==> src/rtl/block_seq_ctrl_pkg.sv <==
// Shared types for the decoder-block sequencer: stage/phase encodings and
// the select codes driven alongside the projection and layer-norm start pulses.
package block_ctrl_pkg;

  typedef enum logic [3:0] {
    ST_IDLE,
    ST_LN1,
    ST_PRJ_Q,
    ST_PRJ_K,
    ST_PRJ_V,
    ST_QK,
    ST_ATTN,
    ST_PRJ_O,
    ST_LN2,
    ST_FFN1,
    ST_FFN2,
    ST_DONE,
    ST_ERR
  } stage_e;

  typedef enum logic {
    PH_ISSUE,
    PH_WAIT
  } phase_e;

  localparam logic [1:0] PROJ_Q = 2'd0;
  localparam logic [1:0] PROJ_K = 2'd1;
  localparam logic [1:0] PROJ_V = 2'd2;
  localparam logic [1:0] PROJ_O = 2'd3;

  localparam logic LN_1 = 1'b0;
  localparam logic LN_2 = 1'b1;

endpackage

==> src/rtl/block_seq_ctrl_wdog.sv <==
// Per-stage watchdog: cleared while a stage issues, counts while it waits and
// flags expiry on the wait cycle that brings the count to all-ones.
module stage_wdog #(
  parameter int WDOG_W = 16
) (
  input  logic clk,
  input  logic rst,
  input  logic clear_i,
  input  logic enable_i,
  output logic expired_o
);

  localparam logic [WDOG_W-1:0] CNT_MAX = '1;

  logic [WDOG_W-1:0] cnt_q, cnt_d;

  always_comb begin
    cnt_d = cnt_q;
    if (clear_i) begin
      cnt_d = '0;
    end else if (enable_i && (cnt_q != CNT_MAX)) begin
      cnt_d = cnt_q + 1'b1;
    end
  end

  always_ff @(posedge clk or posedge rst) begin
    if (rst) begin
      cnt_q <= '0;
    end else begin
      cnt_q <= cnt_d;
    end
  end

  // Expiry is signalled one wait cycle early so the FSM leaves exactly as the count saturates.
  assign expired_o = enable_i && (cnt_q >= (CNT_MAX - 1'b1));

endmodule

==> src/rtl/block_seq_ctrl.sv <==
// Decoder-block sequencer: runs N_LAYERS layers of LN1, Q/K/V proj, per-head QK/ATTN,
// O proj, LN2, FFN1, FFN2, with abort, stray-done detection and a stage watchdog.
module block_seq_ctrl
  import block_ctrl_pkg::*;
#(
  parameter int N_LAYERS = 12,
  parameter int N_HEADS  = 4,
  parameter int WDOG_W   = 16,
  parameter int LAYER_W  = $clog2(N_LAYERS > 1 ? N_LAYERS : 2),
  parameter int HEAD_W   = $clog2(N_HEADS > 1 ? N_HEADS : 2)
) (
  input  logic               clk,
  input  logic               rst,
  input  logic               run_i,
  input  logic               abort_i,
  output logic               busy_o,
  output logic               run_done_o,
  output logic               error_o,
  output logic               stray_done_o,
  output logic [LAYER_W-1:0] layer_idx_o,
  output logic [HEAD_W-1:0]  head_idx_o,
  output logic [1:0]         proj_sel_o,
  output logic               ln_sel_o,
  output logic               ln_start_o,
  output logic               proj_start_o,
  output logic               qk_matmul_start_o,
  output logic               attn_reader_start_o,
  output logic               linear1_start_o,
  output logic               linear2_start_o,
  input  logic               ln_done_i,
  input  logic               proj_done_i,
  input  logic               qk_matmul_done_i,
  input  logic               attn_reader_done_i,
  input  logic               linear1_done_i,
  input  logic               linear2_done_i
);

  stage_e stage_q, stage_d;
  phase_e phase_q, phase_d;
  logic [LAYER_W-1:0] layer_q, layer_d;
  logic [HEAD_W-1:0]  head_q, head_d;
  logic stray_q, stray_d;
  logic wdog_expired;
  logic done_match;
  logic [5:0] done_vec, accept_vec;

  assign done_vec = {linear2_done_i, linear1_done_i, attn_reader_done_i,
                     qk_matmul_done_i, proj_done_i, ln_done_i};

  stage_wdog #(.WDOG_W(WDOG_W)) u_wdog (
    .clk      (clk),
    .rst      (rst),
    .clear_i  (phase_q == PH_ISSUE),
    .enable_i (phase_q == PH_WAIT),
    .expired_o(wdog_expired)
  );

  // Only the done belonging to the stage being waited on is accepted; anything else is stray.
  always_comb begin
    accept_vec = '0;
    if (phase_q == PH_WAIT) begin
      case (stage_q)
        ST_LN1, ST_LN2:                       accept_vec[0] = 1'b1;
        ST_PRJ_Q, ST_PRJ_K, ST_PRJ_V, ST_PRJ_O: accept_vec[1] = 1'b1;
        ST_QK:                                accept_vec[2] = 1'b1;
        ST_ATTN:                              accept_vec[3] = 1'b1;
        ST_FFN1:                              accept_vec[4] = 1'b1;
        ST_FFN2:                              accept_vec[5] = 1'b1;
        default:                              accept_vec    = '0;
      endcase
    end
    done_match = |(done_vec & accept_vec);
  end

  always_comb begin
    stage_d = stage_q;
    phase_d = phase_q;
    layer_d = layer_q;
    head_d  = head_q;
    stray_d = stray_q | (|(done_vec & ~accept_vec));
    if (abort_i) begin
      stage_d = ST_IDLE;
      phase_d = PH_ISSUE;
      layer_d = '0;
      head_d  = '0;
      stray_d = 1'b0;
    end else begin
      case (stage_q)
        ST_IDLE: begin
          if (run_i) begin
            stage_d = ST_LN1;
            phase_d = PH_ISSUE;
          end
        end
        ST_DONE: stage_d = ST_IDLE;
        ST_ERR:  stage_d = ST_ERR;
        default: begin
          if (phase_q == PH_ISSUE) begin
            phase_d = PH_WAIT;
          end else if (done_match) begin
            phase_d = PH_ISSUE;
            case (stage_q)
              ST_LN1:   stage_d = ST_PRJ_Q;
              ST_PRJ_Q: stage_d = ST_PRJ_K;
              ST_PRJ_K: stage_d = ST_PRJ_V;
              ST_PRJ_V: stage_d = ST_QK;
              ST_QK:    stage_d = ST_ATTN;
              ST_ATTN: begin
                if (head_q == HEAD_W'(N_HEADS - 1)) begin
                  stage_d = ST_PRJ_O;
                  head_d  = '0;
                end else begin
                  stage_d = ST_QK;
                  head_d  = head_q + 1'b1;
                end
              end
              ST_PRJ_O: stage_d = ST_LN2;
              ST_LN2:   stage_d = ST_FFN1;
              ST_FFN1:  stage_d = ST_FFN2;
              ST_FFN2: begin
                if (layer_q == LAYER_W'(N_LAYERS - 1)) begin
                  stage_d = ST_DONE;
                  layer_d = '0;
                end else begin
                  stage_d = ST_LN1;
                  layer_d = layer_q + 1'b1;
                end
              end
              default:  stage_d = ST_ERR;
            endcase
          end else if (wdog_expired) begin
            stage_d = ST_ERR;
            phase_d = PH_ISSUE;
          end
        end
      endcase
    end
  end

  always_ff @(posedge clk or posedge rst) begin
    if (rst) begin
      stage_q <= ST_IDLE;
      phase_q <= PH_ISSUE;
      layer_q <= '0;
      head_q  <= '0;
      stray_q <= 1'b0;
    end else begin
      stage_q <= stage_d;
      phase_q <= phase_d;
      layer_q <= layer_d;
      head_q  <= head_d;
      stray_q <= stray_d;
    end
  end

  // Start pulses and selects decode straight from the state flops, so they never glitch on inputs.
  always_comb begin
    ln_start_o          = 1'b0;
    proj_start_o        = 1'b0;
    qk_matmul_start_o   = 1'b0;
    attn_reader_start_o = 1'b0;
    linear1_start_o     = 1'b0;
    linear2_start_o     = 1'b0;
    proj_sel_o          = PROJ_Q;
    ln_sel_o            = LN_1;
    case (stage_q)
      ST_LN1:   ln_start_o = (phase_q == PH_ISSUE);
      ST_LN2: begin
        ln_start_o = (phase_q == PH_ISSUE);
        ln_sel_o   = LN_2;
      end
      ST_PRJ_Q: proj_start_o = (phase_q == PH_ISSUE);
      ST_PRJ_K: begin
        proj_start_o = (phase_q == PH_ISSUE);
        proj_sel_o   = PROJ_K;
      end
      ST_PRJ_V: begin
        proj_start_o = (phase_q == PH_ISSUE);
        proj_sel_o   = PROJ_V;
      end
      ST_PRJ_O: begin
        proj_start_o = (phase_q == PH_ISSUE);
        proj_sel_o   = PROJ_O;
      end
      ST_QK:    qk_matmul_start_o   = (phase_q == PH_ISSUE);
      ST_ATTN:  attn_reader_start_o = (phase_q == PH_ISSUE);
      ST_FFN1:  linear1_start_o     = (phase_q == PH_ISSUE);
      ST_FFN2:  linear2_start_o     = (phase_q == PH_ISSUE);
      default:  ln_start_o          = 1'b0;
    endcase
  end

  assign busy_o       = (stage_q != ST_IDLE) && (stage_q != ST_DONE);
  assign run_done_o   = (stage_q == ST_DONE);
  assign error_o      = (stage_q == ST_ERR);
  assign stray_done_o = stray_q;
  assign layer_idx_o  = layer_q;
  assign head_idx_o   = head_q;

endmodule
==> config.mk <==
export PLATFORM = sky130hd
export DESIGN_NAME = block_seq_ctrl
export DESIGN_NICKNAME = d
export VERILOG_FILES = /design/src/rtl/block_seq_ctrl_pkg.sv /design/src/rtl/block_seq_ctrl_wdog.sv /design/src/rtl/block_seq_ctrl.sv
export SDC_FILE = /design/constraint.sdc
export NUM_CORES = 1
export LEC_CHECK = 0
export BUFFER_PORTS_ARGS = -buffer_cell sky130_fd_sc_hd__buf_2
export CAP_MARGIN = 30
export CORE_MARGIN = 4
export CORE_UTILIZATION = 55
export CTS_CLUSTER_SIZE = 28
export DETAILED_ROUTE_END_ITERATION = 16
export PLACE_DENSITY = 0.84
export SLEW_MARGIN = 20
export SYNTH_ARGS = -nofsm -noshare
export SYNTH_HDL_FRONTEND = slang
export SYNTH_SLANG_ARGS = --single-unit
==> constraint.sdc <==
create_clock -name clk -period 2.3 [get_ports clk]
set_input_delay 0.23 -clock clk [delete_from_list [all_inputs] [get_ports clk]]
set_output_delay 0.23 -clock clk [all_outputs]
set_load 0.02 [all_outputs]
==> flow_metrics.py <==
metrics = {
    "global_routing": {
        "grt_usage_pct": 21.0,
        "grt_max_degree": 29,
        "antenna_found_initial": 0,
        "grt_first_pass_wirelength_mm": 7.27,
        "gr-total-overflow": 0,
        "grt_pass1_vias": 1574,
    },
    "hold_path": {
        "hp-class": "in -> reg",
        "min_from": "abort_i",
    },
    "clock_tree": {
        "clk_latency_ns": 0.33,
        "clock_sinks": 28,
        "cts_buffer_depth": 2,
        "path_clk_slew_ns": 0.15,
        "cts_inserted_buffers": 3,
        "post-cts-setup-buffers": 0,
        "clock-root-buffer": "clkbuf_4",
        "cts_htree_levels": 1,
        "cts_tree": "yes",
    },
    "placement": {
        "port_buffers": 28,
        "place_congestion": 0.942,
        "place_inst": 290,
        "place_ws_ns": 0.221,
        "dp_hpwl_mm": 3.09,
    },
    "pwr": {
        "p_clk_share_pct": 17.6,
        "switching_share_pct": 41.2,
        "p_int_mw": 1.10,
        "p_seq_share_pct": 34.9,
        "combPwrFrac_pct": 47.6,
        "power.leakage_nw": 1.02,
        "p_per_area_nw_per_um2": 856,
        "peakVddDrop_uv": 437,
        "switching_power_mw": 0.769,
        "finalPower_mw": 1.87,
    },
    "logic_synthesis": {
        "avgSynthCellArea_um2": 8.82,
        "synth_edf_count": 0,
        "synthArstFlopShare_pct": 100,
        "yosys-top-cells-area": "dfrtp_1 (37%), xnor2_1 (4.2%), nand2_1 (4.0%)",
        "yosys.area.top_type_share_pct": 37.1,
        "syn_area_um2": 1890,
        "mappedNetlistNets": 228,
        "ys_seq_area_share_pct": 37.1,
        "yosys_warnings": 0,
        "synthCells": 214,
        "synth-main-ff-cell": "dfrtp_1",
        "synth_seq_cells": 28,
        "synth_cell_types": 51,
        "synth_area_leader_cell": "dfrtp_1",
    },
    "floorplanning": {
        "dieWidth_um": 66.6,
        "die_h_um": 66.6,
        "core.rowCount": 21,
        "initial_core_util_pct": 56.5,
        "ios": 29,
        "coreArea_um2": 3340,
        "die_area_um2": 4430,
    },
    "route": {
        "wl_per_cell_um": 14.5,
        "vias": 1721,
        "routed_wirelength_mm": 4.28,
        "antenna_left": 0,
        "drc": 0,
        "viasPerCell": 5.83,
        "dr.pass1.iters": 4,
        "drt_iter0_markers": 137,
    },
    "timing": {
        "finalSetupViolCount": 0,
        "finalCritPeriodShare_pct": 94.3,
        "rsz0062_at_grt": "false",
        "setup_ws_ns": 0.131,
        "worst-slew-pin-transition_ns": 0.397,
        "fin_setup_tns_ns": 0,
        "fin_crit_ns": 2.17,
        "max_freq_ghz": 0.461,
        "slew_violations": 0,
        "maxSlewHeadroom_pct": 73.5,
        "hold_violations": 0,
        "skew_ns": 0.00178,
    },
    "run": {
        "cap_violations": 0,
    },
    "cells_and_area": {
        "finish.utilization_pct": 65.4,
        "final_common_cell": "buf_2",
        "drive_gt1_share_pct": 22.1,
        "final_nets": 264,
        "fill_cells": 290,
        "n_antenna_cell": 0,
        "final_cell_mix": "buf_2 (28), dfrtp_1 (27), nor2_1 (20), nand2_1 (20), buf_4 (12)",
        "syn_to_final_growth_pct": 15.6,
        "fin_cells": 295,
    },
    "worst_setup_path": {
        "critical_path.startpoint_type": "flop",
        "crit_type": "reg -> reg",
        "worstPathMaxFanout": 11,
        "r2r_start": "stage_q[1]$_DFFE_PP0P_",
        "critPathRequiredTime_ns": 2.59,
        "critPathLaunch": "stage_q[1]$_DFFE_PP0P_",
        "end_kind": "flop",
        "crit_arrival_ns": 2.46,
    },
    "outcome": {
        "status": "finished clean",
    },
}
## power by group through the flow
stage          Clock [mW]  Combinational, mW  Sequential [mW]
5_1_grt             0.355              0.972            0.665
4_1_cts             0.334              0.883            0.643
2_1_floorplan           0              0.655            0.606
3_3_place_gp            0              0.860            0.649
3_5_place_dp            0              0.874            0.651
6_report            0.328              0.889            0.651
## cell type report
cell class,instances,area [µm²],area share [%]
multi-input combinational,167,1100,50.2
inverter,9,33.8,1.55
clock buffer,3,22.5,1.03
timing repair buffer,41,240,11.0
tap,46,57.6,2.64
clock inverter,1,30.0,1.38
sequential,28,702,32.2
## logic make-up after synthesis
group | share of synthesized area [%]
xor gates and xnor gates | 6.03
muxes | 2.92
AOI/OAI and AO/OA | 16.6
DFF | 37.1
buffers and inverters | 4.77
and+or+nand+nor | 29.8
adders and majority gates | 2.65
## final timing paths
kind                                         endpoint  cells after the start  slack (ns)
min reg2reg                 head_idx_o[1]$_DFFE_PP0P_                      2        0.57
max reg2reg                    stage_q[0]$_DFFE_PP0P_                      7        0.13
max                            stage_q[0]$_DFFE_PP0P_                      7        0.13
min in group asynchronous   head_idx_o[0]$_DFFE_PP0P_                      4        0.49
max in group asynchronous      stage_q[3]$_DFFE_PP0P_                      4        1.52
min                        layer_idx_o[0]$_DFFE_PP0P_                      2        0.24
## critical path, cell delays in order, from the launching register on
cell and delay (ns):
dfrtp_1 0.51, or2_1 0.32, or3_1 0.38, o21ai_1 0.16, nor4_4 0.05, buf_4 0.17
o41ai_1 0.33, mux2_4 0.21
## layer usage
layer / track usage, % / routed length (µm) / up-vias
met5: 0 / 0 / -
li1: - / - / 837
met4: 9.64 / 106 / 0
met3: 1.69 / 204 / 13
met2: 31.7 / 1930 / 58
met1: 30.4 / 2050 / 813
## cells in the mapped netlist, types with 2 or more instances
cell type and count:
inv_1 9, o2bb2ai_1 2, nor3b_1 2, nand4_1 8, a221oi_1 2, ha_1 4, o211ai_1 3, nor2_1 20
buf_2 3, buf_6 2, nand2b_1 2, and3_1 2, nor2b_1 9, xnor2_1 9, o21ai_0 8, o31a_1 2
or3_1 4, a31oi_1 5, nor4_1 2, dfrtp_1 28, clkbuf_1 5, nand3_1 6, xor2_1 4, a21oi_1 4
o31ai_1 2, nor3_1 9, nand2_1 20, mux2i_1 4, and2_1 11, a21boi_0 2
## sequential cells by signal, indices dropped and copies added (netlist names)
| register | count |
|---|---|
| stage_q | 4 |
| stray_done_o | 1 |
| layer_idx_o | 4 |
| u_wdog.cnt_q | 16 |
| head_idx_o | 2 |
| phase_q | 1 |
## timing repair
action                                 4_1_cts  5_1_grt
endpoints found under the hold margin       28        0
hold buffers                                 1        0
gates resized for setup                      0        1
setup endpoints to repair                    0        1
## stage by stage
| step | area, µm² | hold slack, ns |
|---|---|---|
| detailed placement | 2120 | 0.314 |
| finish | 2180 | 0.238 |
| global placement | 2120 | 0.311 |
| CTS | 2180 | 0.232 |
| floorplan | 1890 | 0.295 |
| global route | 2180 | 0.234 |
(Power assumes the default switching activity.)
